### src/rtl/data_mem_controller.sv
// data_mem_controller
// Arbitrates LSU load/store requests from NUM_CONSUMERS ports onto
// NUM_CHANNELS memory channels. Each channel claims one pending consumer,
// performs the memory transaction and relays the result back with a
// four-phase valid/ready handshake.
//
// Optional feature: define DATA_MEM_CTRL_ROUND_ROBIN_EN to give every channel
// a rotating scan start pointer. Without it, the lowest consumer index wins.
module data_mem_controller #(
  parameter int NUM_CONSUMERS = 8,
  parameter int NUM_CHANNELS  = 4,
  parameter int ADDR_WIDTH    = 8,
  parameter int DATA_WIDTH    = 8
) (
  input  logic                  clk,
  input  logic                  reset,
  input  logic                  consumer_read_valid    [NUM_CONSUMERS],
  input  logic [ADDR_WIDTH-1:0] consumer_read_address  [NUM_CONSUMERS],
  output logic                  consumer_read_ready    [NUM_CONSUMERS],
  output logic [DATA_WIDTH-1:0] consumer_read_data     [NUM_CONSUMERS],
  input  logic                  consumer_write_valid   [NUM_CONSUMERS],
  input  logic [ADDR_WIDTH-1:0] consumer_write_address [NUM_CONSUMERS],
  input  logic [DATA_WIDTH-1:0] consumer_write_data    [NUM_CONSUMERS],
  output logic                  consumer_write_ready   [NUM_CONSUMERS],
  output logic                  mem_read_valid         [NUM_CHANNELS],
  output logic [ADDR_WIDTH-1:0] mem_read_address       [NUM_CHANNELS],
  input  logic                  mem_read_ready         [NUM_CHANNELS],
  input  logic [DATA_WIDTH-1:0] mem_read_data          [NUM_CHANNELS],
  output logic                  mem_write_valid        [NUM_CHANNELS],
  output logic [ADDR_WIDTH-1:0] mem_write_address      [NUM_CHANNELS],
  output logic [DATA_WIDTH-1:0] mem_write_data         [NUM_CHANNELS],
  input  logic                  mem_write_ready        [NUM_CHANNELS]
);

  localparam int IDX_W = (NUM_CONSUMERS > 1) ? $clog2(NUM_CONSUMERS) : 1;

  typedef enum logic [1:0] {
    ST_IDLE          = 2'd0,
    ST_READ_WAITING  = 2'd1,
    ST_WRITE_WAITING = 2'd2,
    ST_RELAYING      = 2'd3
  } state_t;

  state_t                  state_r            [NUM_CHANNELS];
  logic [IDX_W-1:0]        current_consumer_r [NUM_CHANNELS];
  logic [NUM_CHANNELS-1:0] is_read_r;
  logic [NUM_CONSUMERS-1:0] claimed_r;

  logic [NUM_CHANNELS-1:0] pick_valid_s;
  logic [IDX_W-1:0]        pick_idx_s [NUM_CHANNELS];

`ifdef DATA_MEM_CTRL_ROUND_ROBIN_EN
  logic [IDX_W-1:0] rr_ptr_r [NUM_CHANNELS];

  // Next scan start after granting idx: one past it, wrapping at NUM_CONSUMERS.
  function automatic logic [IDX_W-1:0] wrap_inc(input logic [IDX_W-1:0] idx);
    logic [IDX_W-1:0] nxt;
    if (int'(idx) == NUM_CONSUMERS - 1) begin
      nxt = '0;
    end else begin
      nxt = idx + IDX_W'(1);
    end
    return nxt;
  endfunction
`endif

  // Per-channel request scan; lower-index channels pick first so no consumer
  // is picked twice in one cycle, and claimed consumers are skipped.
  always_comb begin : scan_comb
    logic [NUM_CONSUMERS-1:0] taken_s;
    logic                     found_s;
    logic [IDX_W-1:0]         start_s;
    logic [IDX_W-1:0]         cand_s;
    int                       cand_int_s;
    taken_s    = '0;
    found_s    = 1'b0;
    start_s    = '0;
    cand_s     = '0;
    cand_int_s = 0;
    for (int ch = 0; ch < NUM_CHANNELS; ch++) begin
      pick_valid_s[ch] = 1'b0;
      pick_idx_s[ch]   = '0;
    end
    for (int ch = 0; ch < NUM_CHANNELS; ch++) begin
      found_s = 1'b0;
`ifdef DATA_MEM_CTRL_ROUND_ROBIN_EN
      start_s = rr_ptr_r[ch];
`else
      start_s = '0;
`endif
      for (int k = 0; k < NUM_CONSUMERS; k++) begin
        cand_int_s = int'(start_s) + k;
        if (cand_int_s >= NUM_CONSUMERS) begin
          cand_int_s = cand_int_s - NUM_CONSUMERS;
        end else begin
          cand_int_s = cand_int_s;
        end
        cand_s = IDX_W'(cand_int_s);
        if ((state_r[ch] == ST_IDLE) && !found_s && !claimed_r[cand_s] &&
            !taken_s[cand_s] &&
            (consumer_read_valid[cand_s] || consumer_write_valid[cand_s])) begin
          found_s          = 1'b1;
          pick_valid_s[ch] = 1'b1;
          pick_idx_s[ch]   = cand_s;
          taken_s[cand_s]  = 1'b1;
        end else begin
          found_s = found_s;
        end
      end
    end
  end

  // Channel FSMs, claim bookkeeping and all registered outputs.
  always_ff @(posedge clk or posedge reset) begin
    if (reset) begin
      claimed_r <= '0;
      is_read_r <= '0;
      for (int ch = 0; ch < NUM_CHANNELS; ch++) begin
        state_r[ch]            <= ST_IDLE;
        current_consumer_r[ch] <= '0;
        mem_read_valid[ch]     <= 1'b0;
        mem_read_address[ch]   <= '0;
        mem_write_valid[ch]    <= 1'b0;
        mem_write_address[ch]  <= '0;
        mem_write_data[ch]     <= '0;
`ifdef DATA_MEM_CTRL_ROUND_ROBIN_EN
        rr_ptr_r[ch]           <= '0;
`endif
      end
      for (int c = 0; c < NUM_CONSUMERS; c++) begin
        consumer_read_ready[c]  <= 1'b0;
        consumer_read_data[c]   <= '0;
        consumer_write_ready[c] <= 1'b0;
      end
    end else begin
      for (int ch = 0; ch < NUM_CHANNELS; ch++) begin
        case (state_r[ch])
          ST_IDLE: begin
            if (pick_valid_s[ch]) begin
              claimed_r[pick_idx_s[ch]] <= 1'b1;
              current_consumer_r[ch]    <= pick_idx_s[ch];
`ifdef DATA_MEM_CTRL_ROUND_ROBIN_EN
              rr_ptr_r[ch]              <= wrap_inc(pick_idx_s[ch]);
`endif
              // A consumer raising both valids is served as a read.
              if (consumer_read_valid[pick_idx_s[ch]]) begin
                is_read_r[ch]        <= 1'b1;
                mem_read_valid[ch]   <= 1'b1;
                mem_read_address[ch] <= consumer_read_address[pick_idx_s[ch]];
                state_r[ch]          <= ST_READ_WAITING;
              end else begin
                is_read_r[ch]         <= 1'b0;
                mem_write_valid[ch]   <= 1'b1;
                mem_write_address[ch] <= consumer_write_address[pick_idx_s[ch]];
                mem_write_data[ch]    <= consumer_write_data[pick_idx_s[ch]];
                state_r[ch]           <= ST_WRITE_WAITING;
              end
            end
          end
          ST_READ_WAITING: begin
            if (mem_read_ready[ch]) begin
              mem_read_valid[ch]                          <= 1'b0;
              consumer_read_ready[current_consumer_r[ch]] <= 1'b1;
              consumer_read_data[current_consumer_r[ch]]  <= mem_read_data[ch];
              state_r[ch]                                 <= ST_RELAYING;
            end
          end
          ST_WRITE_WAITING: begin
            if (mem_write_ready[ch]) begin
              mem_write_valid[ch]                          <= 1'b0;
              consumer_write_ready[current_consumer_r[ch]] <= 1'b1;
              state_r[ch]                                  <= ST_RELAYING;
            end
          end
          ST_RELAYING: begin
            // Hold ready until the owner drops the matching valid.
            if (is_read_r[ch] ? !consumer_read_valid[current_consumer_r[ch]]
                              : !consumer_write_valid[current_consumer_r[ch]]) begin
              consumer_read_ready[current_consumer_r[ch]]  <= 1'b0;
              consumer_write_ready[current_consumer_r[ch]] <= 1'b0;
              claimed_r[current_consumer_r[ch]]            <= 1'b0;
              state_r[ch]                                  <= ST_IDLE;
            end
          end
          default: begin
            state_r[ch] <= ST_IDLE;
          end
        endcase
      end
    end
  end

endmodule

### config.mk
export PLATFORM = sky130hd
export DESIGN_NAME = data_mem_controller
export DESIGN_NICKNAME = d
export VERILOG_FILES = /design/src/rtl/data_mem_controller.sv
export SDC_FILE = /design/constraint.sdc
export NUM_CORES = 1
export LEC_CHECK = 0
export ABC_AREA = 1
export BUFFER_PORTS_ARGS = -buffer_cell sky130_fd_sc_hd__buf_2
export CORE_MARGIN = 5
export CORE_UTILIZATION = 30
export CTS_BUF_LIST = sky130_fd_sc_hd__clkbuf_16
export DETAILED_ROUTE_END_ITERATION = 7
export PLACE_DENSITY = 0.47
export SYNTH_ARGS = -nofsm -noshare
export SYNTH_HDL_FRONTEND = slang
export SYNTH_SLANG_ARGS = --single-unit
### constraint.sdc
create_clock -name clk -period 11.3 [get_ports clk]
set_clock_uncertainty 0.05 [all_clocks]
set_input_delay 1.695 -clock clk [delete_from_list [all_inputs] [get_ports clk]]
set_output_delay 1.695 -clock clk [all_outputs]
set_load 0.01 [all_outputs]
======== Yosys cells after proc, flatten, opt, wreduce, memory -nomap -nowiden ========
Index checks and enable logic that the tools add are counted.
word-level totals
  bits in registers ....................... 216
  word-level logic and storage cells ...... 719
  input port bits ......................... 250
  output and inout bits ................... 184
operators by class
  reduce and logical (&&, ||, !) cells .... 254
  bitwise gates (word level) .............. 44
  mux-type cells .......................... 300
  $lt $le $gt $ge ......................... 28
  equality and inequality tests ........... 36
operator list
  operator                                                                count
  64-bit 2-to-1 mux                                                       8
  8-bit 2-to-1 mux                                                        55
  8-bit binary-select mux with 3-bit select                               12
  64-bit bitwise mux                                                      4
  8-bit one-hot mux with 2 select lines                                   12
  1-bit logical AND                                                       135
  1-bit 2-to-1 mux                                                        107
  8-bit AND                                                               12
  8-bit demux with 3-bit select                                           4
  8-bit bitwise OR                                                        12
  1-bit logical NOT                                                       68
  8-bit NOT                                                               8
  2-bit 2-to-1 mux                                                        31
  3-bit 2-to-1 mux                                                        19
  4-bit AND reduction                                                     12
  2-bit inequality test (second input constant)                           20
  1-bit binary-select mux with 3-bit select                               12
  1-bit demux with 3-bit select                                           12
  4-bit >= comparator (second input constant)                             8
  3-bit by 4-bit < comparator with 1-bit output (second input constant)   8
  3-bit NOT with 4-bit output                                             8
  2-bit one-hot mux with 4 select lines                                   4
  3-bit by 1-bit >= comparator with 1-bit output (second input constant)  8
  3-bit AND reduction                                                     8
  other kinds (15)                                                        75

======== Longest topological paths before layout ========
Gate-level depths: netlist (run 1).
  depth after elaboration ................. 191
  depth in mapped cells ................... 28

======== Worst setup path after synthesis (run 1) ========
No wires, ideal clock.
  kind .................................... in2reg
  start ................................... input port consumer_read_valid[4] (netlist name)
  end ..................................... register mem_read_address[1] (netlist name)
  required time ........................... 11132 ps
  stages on the path ...................... 22
  arrival ................................. 4102 ps
  slack ................................... 7029 ps
  cell sequence ........................... buf_2 o21ai_1 nor2_1 nor2_1 nand4_2 inv_2 nor2_1 nand2_2 nand3_2 nor2_2 nor2_2 nor2_4 nand2_4 nand2_4 buf_6 buf_6 buf_6 nand2_1 o211ai_1 nand4_1 nand3_1 nand2_1
between the ends
  longest elaborated chain between the ends .. 56
  elaborated cells on any way between the ends .. 148
  those cells by class .................... mux (43); bitwise (1); reduce/logical (104)
RTL lines
  element                                              line      text
  from (decl)                                          17        input logic consumer_read_valid [NUM_CONSUMERS],
  1-bit logical OR                                     101       (consumer_read_valid[cand_s] || consumer_write_valid[cand_s])) begin
  1-bit logical AND                                    100       !taken_s[cand_s] &&
  4-bit 2-to-1 mux                                     99        if ((state_r[ch] == ST_IDLE) && !found_s && !claimed_r[cand_s] &&
  5-bit 2-to-1 mux                                     99
  6-bit 2-to-1 mux                                     99
  7-bit 2-to-1 mux                                     99
  8-bit 2-to-1 mux                                     99
  1-bit logical NOT                                    100
  [... 37 more ...]                                    -
  1-bit logical NOT                                    99
  1-bit logical AND (3 in a row)                       99
  1-bit logical AND                                    100
  3-bit 2-to-1 mux                                     99
  3-bit NOT with 4-bit output (not written as such)    146, 149
  1-bit binary-select mux with 3-bit select            146       if (consumer_read_valid[pick_idx_s[ch]]) begin
  1-bit 2-to-1 mux (not written as such) (2 in a row)  146
  3-bit AND reduction (no source line)                 -
  to (signal, indexed assignment)                      149       mem_read_address[ch] <= consumer_read_address[pick_idx_s[ch]];
  to (decl)                                            26        output logic [ADDR_WIDTH-1:0] mem_read_address [NUM_CHANNELS],
Parallel ways exist; a longest one is shown, timed or not. The select of a mux whose other input is x is not followed.
A chain may end at the register's enable or synchronous reset.

======== Worst setup path after layout (run 1) ========
  start ................................... input port consumer_read_valid[5] (netlist name)
  end ..................................... register mem_write_address[11] (netlist name)
between the ends
  longest elaborated chain between the ends .. 57
  elaborated cells on any way between the ends .. 136
  those cells by class .................... mux (40); bitwise (2); reduce/logical (94)
RTL lines
  element                                              line      text
  1-bit logical OR                                     101
  1-bit logical AND                                    100
  3-bit 2-to-1 mux                                     99
  4-bit 2-to-1 mux                                     99
  5-bit 2-to-1 mux                                     99
  6-bit 2-to-1 mux                                     99
  7-bit 2-to-1 mux                                     99
  8-bit 2-to-1 mux                                     99
  [... 38 more ...]                                    -
  1-bit logical AND (3 in a row)                       99
  1-bit logical AND                                    100
  3-bit 2-to-1 mux                                     99
  3-bit NOT with 4-bit output (not written as such)    146, 154
  1-bit binary-select mux with 3-bit select            146
  1-bit 2-to-1 mux (not written as such) (2 in a row)  146
  1-bit NOT (no source line)                           -
  3-bit AND reduction (no source line)                 -
  to (signal, indexed assignment)                      154       mem_write_address[ch] <= consumer_write_address[pick_idx_s[ch]];
  to (decl)                                            30        output logic [ADDR_WIDTH-1:0] mem_write_address [NUM_CHANNELS],
Parallel ways exist; a longest one is shown, timed or not. The select of a mux whose other input is x is not followed.

==> flow_metrics.env, run 1 <==
export IMPL_port_buffers=433
export IMPL_clk_insertion_delay_late_ps=620
export IMPL_synth_yosys_seq_area_share_pct=28.2
export IMPL_routed_wl_um=116000
export IMPL_crit_path_max_incr_delay_ps=800
export IMPL_post_route_drc_count=0
export IMPL_period_share_pct=59.8
export IMPL_slowest_stage="nand2_1"
export IMPL_dp_hpwl_um=87500
export IMPL_critical_path_cell_chain="buf_2 -> inv_2 -> nand2_1 -> nand3_2 -> nand3_1 -> nor2_1 -> nand4_2 -> inv_2 -> nor2_1 -> nand2_2 -> nand3_2 -> nand3_2 -> nor2_2 -> nor2_4 -> inv_1 -> o211ai_1 -> nand2_1 -> nor2_2 -> inv_2 -> nand2_1 -> o21ai_1"
export IMPL_synth_fa_ha_area_share_pct=1.17
export IMPL_fin_nets=3677
export IMPL_synth_cells=3072
export IMPL_maxCapViolations=0
export IMPL_crit_arrival_ps=7140
export IMPL_avgSynthCellArea_um2=6.25
export IMPL_cp_startpoint="consumer_read_valid[5]"
export IMPL_path_class="in2reg"
export IMPL_r2r_cells=22
export IMPL_numCtsBuffers=30
export IMPL_cts_hold_fix_buffers=0
export IMPL_setup_tns_ps=0
export IMPL_finalInstanceArea_um2=23000
export IMPL_r2r_start="state_r[6]"
export IMPL_timing_fmax_ghz=0.148
export IMPL_viasPerCell=5.81
export IMPL_slew_headroom_pct=14.5
export IMPL_globalRouteOverflowTotal=0
export IMPL_synth_compound_area_share_pct=34.6
export IMPL_mappedNetlistNets=3340
export IMPL_die_area_um2=69100
export IMPL_cp_end_kind="flop"
export IMPL_start_util_pct=30.4
export IMPL_synth_ff_type="dfrtp_1"
export IMPL_rsz0062_at_grt="no"
export IMPL_h_tree_depth=1
export IMPL_drt_iter0_markers=3113
export IMPL_coreArea_um2=63200
export IMPL_synth_top_family_by_area="compound AO/OA/AOI/OAI gates"
export IMPL_antenna_found_initial=17
export IMPL_setup_viol_count_final=0
export IMPL_dr_pass1_iters=8
export IMPL_critPathLaunchType="input pin"
export IMPL_synth_warning_count=0
export IMPL_status="completed"
export IMPL_io_pins=434
export IMPL_synth_area_um2=19200
export IMPL_ant_nets=0
export IMPL_area_growth_pct=19.8
export IMPL_grt_pass1_wl_um=165000
export IMPL_grtUsageMet1_pct=42.2
export IMPL_placedCellCount=4223
export IMPL_rr_endpoint="mem_write_address[11]"
export IMPL_die_w_um=263
export IMPL_path_max_fanout=30
export IMPL_ys_ff_latch=216
export IMPL_clkTransAtPathRegs_ps=60
export IMPL_rrSetupSlack_ps=4760
export IMPL_period_needed_ps=6760
export IMPL_final_cell_count_no_fill=4287
export IMPL_clockRootBuffer="clkbuf_16"
export IMPL_use_met3_pct=6.44
export IMPL_grt_max_degree=186
export IMPL_busiest_layer="met2"
export IMPL_slew_viol_final=0
export IMPL_hold_viol_final=0
export IMPL_cts_max_path_buffers=3
export IMPL_synthSimpleGateAreaFrac_pct=25.8
export IMPL_cts_sinks=216
export IMPL_crit_required_ps=11680
export IMPL_wl_per_cell_um=27.0
export IMPL_synth_xor_area_share_pct=0
export IMPL_dpl_instance_area_um2=22000
export IMPL_synthMuxAreaShare_pct=0
export IMPL_synthArstFlopShare_pct=100
export IMPL_grt_pass1_vias=23700
export IMPL_rows=92
export IMPL_final_cell_mix="nand2_1 (688), o21ai_0 (442), buf_2 (433), a21oi_1 (319), inv_1 (308)"
export IMPL_grt_usage_pct=31.3
export IMPL_tritoncts="built"
export IMPL_layout_commonest_cell="nand2_1"
export IMPL_synth_cell_types=48
export IMPL_gp_congestion=1.02
export IMPL_drive_gt1_share_pct=17.1
export IMPL_dr_total_vias=24900
export IMPL_cts_resized=0
export IMPL_worstMarginPinSlew_ps=1280
export IMPL_postCtsSetupBuffers=0
export IMPL_grt_use_met2_pct=49.6
export IMPL_synth_edff_count=0
export IMPL_min_path_type="reg2reg"
export IMPL_die_y_um=263
export IMPL_cp_endpoint="mem_write_address[11]"
final cells by class:
type	count	area (um2)
Tap cell	846	1060
Antenna cell	8	20.0
Fill cell	7048	40200
Inverter	332	1250
Multi-Input combinational cell	2368	11900
Clock buffer	30	751
Timing Repair Buffer	461	2380
Sequential cell	216	5410
Clock inverter	26	272
synth_stat cells, types with 3 or more instances:
| cell | instances | share of area [%] |
|---|---|---|
| o21a_1 | 4 | 0.16 |
| clkbuf_1 | 96 | 1.9 |
| nor2_4 | 6 | 0.35 |
| inv_2 | 17 | 0.33 |
| a22oi_1 | 24 | 0.94 |
| ha_1 | 18 | 1.2 |
| nor2_1 | 275 | 5.4 |
| a21oi_1 | 319 | 8.3 |
| clkinv_1 | 8 | 0.16 |
| o221ai_1 | 13 | 0.59 |
| o211ai_1 | 127 | 5.0 |
| nand2_2 | 10 | 0.33 |
| buf_4 | 9 | 0.35 |
| a31oi_1 | 5 | 0.16 |
| o21bai_1 | 4 | 0.16 |
| o21ai_1 | 56 | 1.5 |
| or2_1 | 3 | 0.098 |
| nand3_2 | 6 | 0.31 |
| a211oi_1 | 11 | 0.43 |
| a221oi_1 | 5 | 0.23 |
| o2111ai_1 | 23 | 1.0 |
| o22ai_1 | 84 | 2.7 |
| inv_1 | 307 | 6.0 |
| nand3_1 | 123 | 3.2 |
| buf_1 | 5 | 0.098 |
| buf_2 | 38 | 0.99 |
| a32oi_1 | 5 | 0.23 |
| buf_6 | 8 | 0.47 |
| nor2_2 | 25 | 0.81 |
| o21ai_0 | 442 | 12 |
| dfrtp_1 | 216 | 28 |
| nand4_1 | 17 | 0.55 |
| o2111a_1 | 18 | 1.1 |
| nand2_1 | 689 | 13 |
| nor3_1 | 38 | 0.99 |
worst max-delay path, delay by kind of cell:
kind                   cells  cell delay [ps]
AOI/OAI and AO/OA          2              370
buffers and inverters      5             1140
and+or+nand+nor           14             3880
through the flow:
step,setup slack (ps),util [%],hold slack (ps)
2_1_floorplan,3650,-,417
4_1_cts,4680,36.4,426
3_3_place_gp,4070,34.7,406
5_1_grt,4310,36.4,461
3_5_place_dp,4030,34.7,408
6_report,4540,36.4,424
worst min path at each step:
stage / start / cells after the start / slack (ps) / end
after floorplan: is_read_r[3] / 2 / 420 / is_read_r[3]
after global placement: mem_read_address[25] / 2 / 410 / mem_read_address[25]
after detailed placement: mem_read_address[30] / 2 / 410 / mem_read_address[30]
after CTS: mem_read_address[30] / 2 / 430 / mem_read_address[30]
after global routing: mem_read_valid[0] / 2 / 460 / mem_read_valid[0]
final: mem_read_address[30] / 2 / 420 / mem_read_address[30]
per-layer routing:
metal	part of all wire [%]	routed length, um
met5	0.098	113
met4	4.4	5060
met3	9.1	10500
met2	44	51500
met1	42	48600
cells by family after synthesis:
group / Yosys count
and+or+nand+nor: 1198
AOI/OAI and AO/OA: 1152
buffers and inverters: 488
DFF: 216
adders and majority gates: 18
registers in the layout, summed over array words and instances (netlist names), 8 cells and up:
| register | cells |
|---|---|
| consumer_read_data | 64 |
| mem_write_data | 32 |
| consumer_read_ready | 8 |
| consumer_write_ready | 8 |
| mem_write_address | 32 |
| state_r | 8 |
| claimed_r | 8 |
| current_consumer_r | 12 |
| mem_read_address | 32 |
Power of run 1 is left out: the tool's default activity adds up to more than one toggle a clock period on the data nets, which glitch-free logic cannot reach.
==> run 2: changes to the inputs <==
--- a/config.mk
+++ b/config.mk
@@ -11,7 +11,7 @@
 export CORE_UTILIZATION = 30
 export CTS_BUF_LIST = sky130_fd_sc_hd__clkbuf_16
 export DETAILED_ROUTE_END_ITERATION = 7
-export PLACE_DENSITY = 0.47
+export PLACE_DENSITY = 0.49
 export SYNTH_ARGS = -nofsm -noshare
 export SYNTH_HDL_FRONTEND = slang
 export SYNTH_SLANG_ARGS = --single-unit
==> constraint.sdc (replaced) <==
create_clock -name clk -period 5.8 [get_ports clk]
set_clock_uncertainty 0.05 [all_clocks]
set_input_delay 0.87 -clock clk [delete_from_list [all_inputs] [get_ports clk]]
set_output_delay 0.87 -clock clk [all_outputs]
set_load 0.01 [all_outputs]
==> run 2 against run 1 <==
Routed wire length shrank 4.3%. Register-to-register slack lost 4000 ps. Via count is 1.3% lower. Utilization increased by 0.17 points. Sequential cell count unchanged. Critical path type is now reg2reg.
==> flow_metrics.env, run 2 (synthesized netlist as in run 1, its figures left out) <==
export IMPL_nFillCells=7096
export IMPL_setup_viol_count_final=0
export IMPL_grtUsageMet1_pct=41.3
export IMPL_area_growth_pct=20.3
export IMPL_busiest_layer="met2"
export IMPL_grt_max_degree=135
export IMPL_cts_max_path_buffers=3
export IMPL_viasPerCell=5.69
export IMPL_die_w_um=263
export IMPL_critical_path_cell_chain="inv_1 -> ha_1 -> inv_2 -> nor2_1 -> nand2_1 -> nand3_1 -> nor2_1 -> nand4_1 -> nor2_1 -> nor2_1 -> nand3_2 -> nand2_2 -> nor3_4 -> nand2_1 -> nand4_1 -> nor2_2 -> buf_4 -> clkinv_1 -> nand2_1 -> nand2_1"
export IMPL_grt_usage_pct=30.2
export IMPL_gp_congestion=0.982
export IMPL_clockRootBuffer="clkbuf_16"
export IMPL_crit_arrival_ps=5420
export IMPL_numCtsBuffers=31
export IMPL_coreArea_um2=63200
export IMPL_path_max_fanout=14
export IMPL_cp_num_buf_inv=4
export IMPL_post_route_drc_count=0
export IMPL_wl_per_cell_um=25.6
export IMPL_drt_iter0_markers=2927
export IMPL_cp_end_kind="flop"
export IMPL_hold_viol_final=0
export IMPL_r2r_cells=20
export IMPL_slew_viol_final=0
export IMPL_top_register="consumer_read_data"
export IMPL_period_share_pct=86.1
export IMPL_min_path_type="in2async"
export IMPL_largest_register_ffs=64
export IMPL_cts_hold_fix_buffers=0
export IMPL_worstMarginPinSlew_ps=1130
export IMPL_io_pins=434
export IMPL_use_met3_pct=6.87
export IMPL_slowest_stage="ha_1"
export IMPL_grt_use_met2_pct=47.0
export IMPL_maxCapViolations=0
export IMPL_dr_total_vias=24600
export IMPL_grt_pass1_vias=23200
export IMPL_cts_sinks=216
export IMPL_setup_tns_ps=0
export IMPL_postCtsSetupBuffers=0
export IMPL_crit_path_max_incr_delay_ps=560
export IMPL_die_area_um2=69100
export IMPL_path_class="reg2reg"
export IMPL_cts_resized=0
export IMPL_rows=92
export IMPL_ant_nets=0
export IMPL_die_y_um=263
export IMPL_status="completed"
export IMPL_port_buffers=433
export IMPL_h_tree_depth=1
export IMPL_tritoncts="built"
export IMPL_rsz0062_at_grt="no"
export IMPL_cp_top_family="simple AND/OR/NAND/NOR gates"
export IMPL_timing_fmax_ghz=0.200
export IMPL_clkTransAtPathRegs_ps=60
export IMPL_slew_headroom_pct=24.9
export IMPL_antenna_found_initial=27
export IMPL_start_util_pct=30.4
export IMPL_period_needed_ps=5000
export IMPL_final_cell_mix="nand2_1 (688), o21ai_0 (442), buf_2 (433), a21oi_1 (319), inv_1 (317)"
export IMPL_grt_pass1_wl_um=160000
export IMPL_critical_path_depth=20
export IMPL_crit_required_ps=6220
export IMPL_fin_nets=3699
export IMPL_routed_wl_um=111000
export IMPL_clk_insertion_delay_late_ps=620
export IMPL_drive_gt1_share_pct=17.3
export IMPL_layout_commonest_cell="nand2_1"
export IMPL_critPathLaunchType="flop"
export IMPL_dp_hpwl_um=81700
export IMPL_rrSetupSlack_ps=800
export IMPL_globalRouteOverflowTotal=0
export IMPL_dr_pass1_iters=6
-- run 2: cell types whose count changed in the layout (fill, tap and decap cells not counted), sizes merged --
cell      delta
clkbuf       +1
clkinvlp     -3
clkinv       -2
diode       +12
buf         +21
inv          +9
bufinv       -4
-- run 2: path summary, 6_finish.rpt --
check / start / endpoint
max: state_r[6] / mem_read_address[17]
min: reset / mem_write_address[5]
max reg2reg: state_r[6] / mem_read_address[17]
min reg2reg: mem_read_address[18] / mem_read_address[18]
max in group asynchronous: reset / claimed_r[6]
min in group clk: mem_read_address[18] / mem_read_address[18]
-- run 2: area by class of cell --
type	instances	area [um2]	area share (%)
Sequential cell	216	5410	23.4
Timing Repair Buffer	482	2560	11.1
Multi-Input combinational cell	2368	11900	51.3
Tap cell	846	1060	4.58
Clock buffer	31	776	3.36
Clock inverter	26	143	0.617
Inverter	332	1250	5.41
Antenna cell	20	50.0	0.217
-- run 2: per-stage QoR --
stage          cells  worst slack, ps  hold slack, ps  utilization [%]  instance area (um2)
2_1_floorplan   3072             2070             417                -                19200
5_1_grt         4311              320             435             36.5                23100
4_1_cts         4301              926             366             36.5                23100
3_3_place_gp    4244              982             403             35.0                22100
6_report        4321              805             367             36.6                23100
3_5_place_dp    4244              918             407             35.0                22100
-- run 2: layer usage --
metal | up-vias | share of wire, %
met2 | 1473 | 44
met1 | 11500 | 42
li1 | 11400 | -
met3 | 257 | 10
met5 | - | 0.085
met4 | 14 | 4.0
Power of run 2 is left out for the same reason.
